File: config.mk
export PLATFORM = sky130hd
export DESIGN_NAME = tmds_channel_decoder
export DESIGN_NICKNAME = d
export VERILOG_FILES = /design/src/rtl/tmds_channel_decoder.sv
export SDC_FILE = /design/constraint.sdc
export NUM_CORES = 1
export LEC_CHECK = 0
export BUFFER_PORTS_ARGS = -buffer_cell sky130_fd_sc_hd__buf_2
export CORE_ASPECT_RATIO = 0.75
export CORE_UTILIZATION = 29
export CTS_CLUSTER_DIAMETER = 120
export DETAILED_ROUTE_END_ITERATION = 7
export PLACE_DENSITY = 0.54
export SYNTH_ARGS = -nofsm -noshare
export SYNTH_HDL_FRONTEND = slang
export SYNTH_SLANG_ARGS = --single-unit
File: constraint.sdc
create_clock -name clk_pixel -period 3.3 [get_ports clk_pixel]
set_input_delay 0.66 -clock clk_pixel [delete_from_list [all_inputs] [get_ports clk_pixel]]
set_output_delay 0.66 -clock clk_pixel [all_outputs]
set_load 0.05 [all_outputs]
File: src/rtl/tmds_channel_decoder.sv
// TMDS channel decoder: bit-slip word alignment on control tokens, then 10b->8b decode.
// Latency 2 cycles from aligned window to vd/cd/vde; no backpressure, one word accepted every clk_pixel.
module tmds_channel_decoder #(
  parameter int LOCK_TOKENS = 8,
  parameter int DWELL_WORDS = 1024,
  parameter int LOSS_WORDS  = 2048
) (
  input  logic       clk_pixel,
  input  logic       reset,
  input  logic [9:0] tmds_in,
  output logic [7:0] vd,
  output logic [1:0] cd,
  output logic       vde,
  output logic       aligned,
  output logic [3:0] bit_offset
);

  localparam int RUN_W   = $clog2(LOCK_TOKENS + 1);
  localparam int DWELL_W = $clog2(DWELL_WORDS + 1);
  localparam int LOSS_W  = $clog2(LOSS_WORDS + 1);

  localparam logic [RUN_W-1:0]   RUN_LAST   = RUN_W'(LOCK_TOKENS - 1);
  localparam logic [RUN_W-1:0]   RUN_MAX    = RUN_W'(LOCK_TOKENS);
  localparam logic [DWELL_W-1:0] DWELL_LAST = DWELL_W'(DWELL_WORDS - 1);
  localparam logic [LOSS_W-1:0]  LOSS_LAST  = LOSS_W'(LOSS_WORDS - 1);

  typedef enum logic {SEARCH = 1'b0, LOCKED = 1'b1} state_t;

  state_t               state, state_nxt;
  logic [9:0]           prev_word;
  logic [9:0]           s1_word;
  logic [9:0]           word_al;
  logic                 slip_d;
  logic                 slip;
  logic [RUN_W-1:0]     run_cnt, run_nxt;
  logic [DWELL_W-1:0]   dwell_cnt, dwell_nxt;
  logic [LOSS_W-1:0]    loss_cnt, loss_nxt;
  logic [3:0]           offset_q, offset_nxt;
  logic                 tok_hit;
  logic [1:0]           tok_cd;
  logic [7:0]           data_dec;
  logic [7:0]           q_unmask;
  logic [7:0]           vd_nxt;
  logic [1:0]           cd_nxt;
  logic                 vde_nxt;

  // Window bit 0 is the oldest received bit; offset picks the 10-bit word start.
  always_comb begin
    word_al = '0;
    unique case (offset_q)
      4'd0: word_al = prev_word;
      4'd1: word_al = {tmds_in[0],   prev_word[9:1]};
      4'd2: word_al = {tmds_in[1:0], prev_word[9:2]};
      4'd3: word_al = {tmds_in[2:0], prev_word[9:3]};
      4'd4: word_al = {tmds_in[3:0], prev_word[9:4]};
      4'd5: word_al = {tmds_in[4:0], prev_word[9:5]};
      4'd6: word_al = {tmds_in[5:0], prev_word[9:6]};
      4'd7: word_al = {tmds_in[6:0], prev_word[9:7]};
      4'd8: word_al = {tmds_in[7:0], prev_word[9:8]};
      4'd9: word_al = {tmds_in[8:0], prev_word[9]};
      default: word_al = '0;
    endcase
  end

  always_comb begin
    tok_hit = 1'b1;
    tok_cd  = 2'b00;
    unique case (s1_word)
      10'b1101010100: tok_cd = 2'b00;
      10'b0010101011: tok_cd = 2'b01;
      10'b0101010100: tok_cd = 2'b10;
      10'b1010101011: tok_cd = 2'b11;
      default:        tok_hit = 1'b0;
    endcase
  end

  always_comb begin
    q_unmask    = s1_word[9] ? ~s1_word[7:0] : s1_word[7:0];
    data_dec    = '0;
    data_dec[0] = q_unmask[0];
    for (int i = 1; i < 8; i++) begin
      data_dec[i] = s1_word[8] ? (q_unmask[i] ^ q_unmask[i-1]) : ~(q_unmask[i] ^ q_unmask[i-1]);
    end
  end

  always_ff @(posedge clk_pixel) begin
    if (reset) begin
      state     <= SEARCH;
      prev_word <= '0;
      s1_word   <= '0;
      slip_d    <= 1'b0;
      run_cnt   <= '0;
      dwell_cnt <= '0;
      loss_cnt  <= '0;
      offset_q  <= '0;
      vd        <= '0;
      cd        <= '0;
      vde       <= 1'b0;
    end else begin
      state     <= state_nxt;
      prev_word <= tmds_in;
      s1_word   <= word_al;
      slip_d    <= slip;
      run_cnt   <= run_nxt;
      dwell_cnt <= dwell_nxt;
      loss_cnt  <= loss_nxt;
      offset_q  <= offset_nxt;
      vd        <= vd_nxt;
      cd        <= cd_nxt;
      vde       <= vde_nxt;
    end
  end

  // The word right after a slip was captured at the old offset, so it cannot build a run.
  always_comb begin
    state_nxt  = state;
    run_nxt    = run_cnt;
    dwell_nxt  = dwell_cnt;
    loss_nxt   = loss_cnt;
    offset_nxt = offset_q;
    slip       = 1'b0;
    unique case (state)
      SEARCH: begin
        if (!slip_d && tok_hit && (run_cnt >= RUN_LAST)) begin
          state_nxt = LOCKED;
          run_nxt   = '0;
          dwell_nxt = '0;
          loss_nxt  = '0;
        end else if (dwell_cnt >= DWELL_LAST) begin
          slip       = 1'b1;
          offset_nxt = (offset_q >= 4'd9) ? 4'd0 : offset_q + 4'd1;
          run_nxt    = '0;
          dwell_nxt  = '0;
        end else begin
          if (slip_d || !tok_hit) run_nxt = '0;
          else if (run_cnt != RUN_MAX) run_nxt = run_cnt + 1'b1;
          dwell_nxt = dwell_cnt + 1'b1;
        end
      end
      LOCKED: begin
        if (tok_hit) begin
          loss_nxt = '0;
        end else if (loss_cnt >= LOSS_LAST) begin
          state_nxt = SEARCH;
          run_nxt   = '0;
          dwell_nxt = '0;
          loss_nxt  = '0;
        end else begin
          loss_nxt = loss_cnt + 1'b1;
        end
      end
    endcase
  end

  // Outputs are gated with the next state so they are zero exactly while aligned is low.
  always_comb begin
    aligned    = (state == LOCKED);
    bit_offset = offset_q;
    vd_nxt     = '0;
    cd_nxt     = '0;
    vde_nxt    = 1'b0;
    if (state_nxt == LOCKED) begin
      if (tok_hit) begin
        cd_nxt = tok_cd;
      end else begin
        vde_nxt = 1'b1;
        vd_nxt  = data_dec;
        cd_nxt  = cd;
      end
    end
  end

endmodule

After elaboration in Yosys (flattened, before gate mapping) --
Index checks and enable logic that the tools add are counted.
Word-level totals: register bits after elaboration 64, input port bits 12, output and inout bits 16, logic and storage cells 102
Cells by class: $add $sub $neg 4, $lt $le $gt $ge 4, equality and inequality tests 18, mux-type cells 34, bitwise operators 18, reduce and logical (&&, ||, !) cells 13
Operators with widths (number):
- 10-bit case mux with 10 select lines | 1
- 11-bit 2-to-1 mux | 4
- 12-bit 2-to-1 mux | 3
- 4-bit 2-to-1 mux | 7
- 12-bit case mux with 2 select lines | 1
- 11-bit case mux with 2 select lines | 1
- 10-bit equality test (second input constant) | 2
- 4-bit by 3-bit equality test with 1-bit output (second input constant) | 4
- 1-bit 2-to-1 mux | 13
- 12-bit by 1-bit adder with 12-bit output (second input constant) | 1
- 12-bit by 11-bit >= comparator with 1-bit output (second input constant) | 1
- 11-bit by 1-bit adder with 11-bit output (second input constant) | 1
- 11-bit by 10-bit >= comparator with 1-bit output (second input constant) | 1
- 10-bit by 8-bit equality test with 1-bit output (second input constant) | 1
- 10-bit by 9-bit equality test with 1-bit output (second input constant) | 1
- 1-bit inverter | 10
- 4-bit by 1-bit adder with 4-bit output (second input constant) | 2
- 4-bit by 2-bit equality test with 1-bit output (second input constant) | 2
- 4-bit equality test (second input constant) | 2
- 8-bit 2-to-1 mux | 1
- 8-bit inverter | 1
- 4-bit case mux with 2 select lines | 1
- 1-bit XOR | 7
- 2-bit case mux with 3 select lines | 1
- 17 further kinds | 22

Logic depth before layout (Yosys ltp) --
depth in word-level cells 9, mapped depth 8

Worst setup path before layout --
OpenSTA, ideal clock, no wires.
kind register to register, from register offset_q[1], in the netlist bit_offset[1], to register offset_q[2], in the netlist bit_offset[2], setup time 70 ps, arrival 2146 ps, slack 1084 ps, stages on the path, launching flop included 7, period minus slack after synthesis 2216 ps, cells stage by stage dfxtp_1 -> inv_1 -> ha_1 -> or3b_1 -> and2_1 -> or4b_1 -> o2bb2ai_1
On the way: word-level cells in the longest chain between the ends 2
RTL lines:
- from (decl) | line 38 | logic [3:0] offset_q, offset_nxt;
- from (signal assigned) | line 107 | offset_q <= offset_nxt;
- 4-bit by 1-bit adder with 4-bit output or 4-bit >= comparator (tied branches) | line 131 | offset_nxt = (offset_q >= 4'd9) ? 4'd0 : offset_q + 4'd1;
- 4-bit 2-to-1 mux (*) | line 131
Mark *: on every way between the ends. The rest lies on a longest branch, timed or not. A chain may end at the register's enable or synchronous reset.

Final worst setup path --
Ends and elaborated chain as after synthesis.

==> metrics.txt <==
syn avg cell area=8.65 um^2; clock period minus final worst setup slack=2300 ps; IO Pins=28; worst path cell trace=inv_1 -> ha_1 -> or3b_1 -> and2_1 -> or4b_1 -> o2bb2ai_1; data required time of the critical path=3560 ps; WP buf/inv=1; clock skew=4.57 ps; total track usage=14.7%; Sink Count=64; path depth of the worst reg2reg path=6; initial antenna violation count=0; post-synthesis cell type count=63; crit-path max FO=23; YS warnings=0; fmax=434 MHz; DR pass1 iterations=5; Hold Violations, Final=0; Die Wd=126 um; post-DP HPWL=5740 um; hold path depth=2; DR vias/cell=5.49; Worst path slowest cell=ha_1; RSZ-0062 raised after global routing=false; Reg2Reg Launch Point=bit_offset[1]$_SDFFE_PP0P_; RR Endpoint=bit_offset[2]$_SDFFE_PP0P_; Slew HR=38.6%; most frequent cell after synthesis=dfxtp_1; crit-path max cell delay=470 ps; Peak supply drop=0.235 mV; family with the most delay on the worst path=simple AND/OR/NAND/NOR gates; postcts setup bufs=0; synth top area cells=dfxtp_1 38%, nand2_1 3.9%, xnor2_1 3.4%; Leakage=1.47 nW; Routed Wire Length=8400 um; average wire per standard cell=15.4 um; DRT antenna net count=0; Initial Util=30.2%; Synth Cell Area=0.00334 mm^2; Seq/Total Area, Yosys=38.4%; CTS buffer count=9; synth cell count leaders=64 x dfxtp_1, 35 x nand2_1, 29 x nor2_1; Worst Hold Margin=478 ps; CTS Hold Buffers Added=0; worst slew pin tran=913 ps; clk_lat worst skew=330 ps; Yosys top cell by area=dfxtp_1; count of final setup violators=0; Final Max Slew Viols=0; Pwr per Cell Area=454 mW/mm^2; CTS tree=done; cell count after synthesis=386; Vias=3003; EDFF count, synth=0; outcome=complete, no violations; R2R setup slack=1000 ps; DRC viols=0; crit end category=register; Worst Hold End=run_cnt[3]$_SDFFE_PP0P_; Diodes inserted=0; worst min path class=register to register; First DRT Iteration DRCs=289; H-tree depth=3; chip height=94.9 um; CP Data Arrival Time=2560 ps; post-CTS resize count=0; # Max-Cap Violations=0; fin nets=424; GPL Wtd Cong=0.841; vias in the first global route=2733; first-pass GRT wire length=13800 um; Area Overhead vs Synth=14.8%; crit share post-route=69.8%; crit path kind=register to register; DIE AREA=0.0119 mm^2; share of cells above drive strength 1=13.5%; Std-Cell Rows=33; clock buffer depth=2; FFs w/ async S/R, synth=0%; setup TNS=0 ps; Startpoint Class=register; Mapped Nets=406; Yosys reg bits=64; Yosys top cell area share=38.4%; total grt overflow=0; core box area=0.0111 mm^2; input/output buffers=27; hold path start=run_cnt[3]$_SDFFE_PP0P_; root buf cell=clkbuf_16; largest net degree at the start of global routing=29; Main synth FF type=dfxtp_1; Reg clk slew, reported paths=50 ps
through the flow:
stage               cell area (um^2)  total power [W]  worst slack [ps]  std cells  utilization, %
detailed placement              3570         0.000907              1020        533            32.3
global route                    3830          0.00181               686        547            34.6
CTS                             3830          0.00176              1020        547            34.6
finish                          3830          0.00174               997        547            34.6
floorplan                       3340         0.000876              1080        386               -
global placement                3570         0.000906              1070        533            32.3
cell type report:
| type | instances | area, um^2 |
|---|---|---|
| timing repair buffer | 30 | 158 |
| clock buffer | 10 | 239 |
| sequential | 64 | 1280 |
| inverter | 11 | 41.3 |
| tap | 140 | 175 |
| clock inverter | 4 | 22.5 |
| multi-input combinational | 288 | 1910 |
| fill | 1166 | 7230 |
worst min-delay path, delay by kind of cell (launching register included):
kind	cells	cell delay (ps)
AOI/OAI and AO/OA	1	70
and+or+nand+nor	1	50
DFF	1	330
report_power, final:
group	switching (W)	internal, W
sequential	0.0000190	0.000789
clock	0.000332	0.000515
combinational	0.0000464	0.0000378
state kept, by name, summed over array words and instances, names as in the netlist:
name,flops
loss_cnt,12
dwell_cnt,11
prev_word,10
s1_word,10
vd,8
bit_offset,4
run_cnt,4
cd,2
aligned,1
slip_d,1
vde,1
logic make-up after synthesis:
family	Yosys count	share of synthesized area (%)
compound gates	112	25.1
mux	4	1.20
xor+xnor	14	3.67
simple gates	150	24.4
buf+inv	34	4.27
flops	64	38.4
fa+ha+maj	8	3.00
how the worst max path moves through the flow:
stage                                     startpoint                         end  slack (ps)  cells after the start
after detailed placement                       reset    loss_cnt[6]$_SDFFE_PP0P_        1020                      6
after global routing      bit_offset[1]$_SDFFE_PP0P_       s1_word[7]$_SDFF_PP0_         690                      6
after CTS                 bit_offset[1]$_SDFFE_PP0P_  bit_offset[2]$_SDFFE_PP0P_        1020                      6
after floorplan           bit_offset[1]$_SDFFE_PP0P_  bit_offset[2]$_SDFFE_PP0P_        1080                      6
final                     bit_offset[1]$_SDFFE_PP0P_  bit_offset[2]$_SDFFE_PP0P_        1000                      6
after global placement                         reset    loss_cnt[7]$_SDFFE_PP0P_        1070                      6
per-layer routing:
metal | track usage, % | vias to the layer above | wire, um
li1 | - | 1476 | -
met1 | 20.5 | 1415 | 4130
met2 | 22.1 | 100 | 3690
met3 | 4.25 | 12 | 490
met4 | 3.92 | 0 | 93
met5 | 0 | - | 0
placed cells by master (no fill, tap or decap), types with 3 or more instances in the layout:
cell,netlist,routed
inv_1,10,10
buf_4,0,3
mux2i_1,4,4
clkbuf_16,0,9
a211o_1,4,4
xnor2_1,13,13
and2_1,3,3
nand3_1,18,18
and3_1,8,8
nor3_1,12,12
a2bb2oi_1,4,4
nand2_1,35,35
nand4_1,6,6
a22o_1,12,12
and4_1,3,3
o211ai_1,4,4
buf_2,6,27
a221oi_1,4,4
clkinv_2,0,3
dfxtp_1,64,64
o21ai_0,20,20
a221o_1,3,3
nor2_1,29,29
a22oi_1,13,13
nor2b_1,14,14
nor4_1,4,4
a222oi_1,4,4
ha_1,8,8
a21oi_1,20,20
No activity file was read; power rests on OpenSTA's default activity.
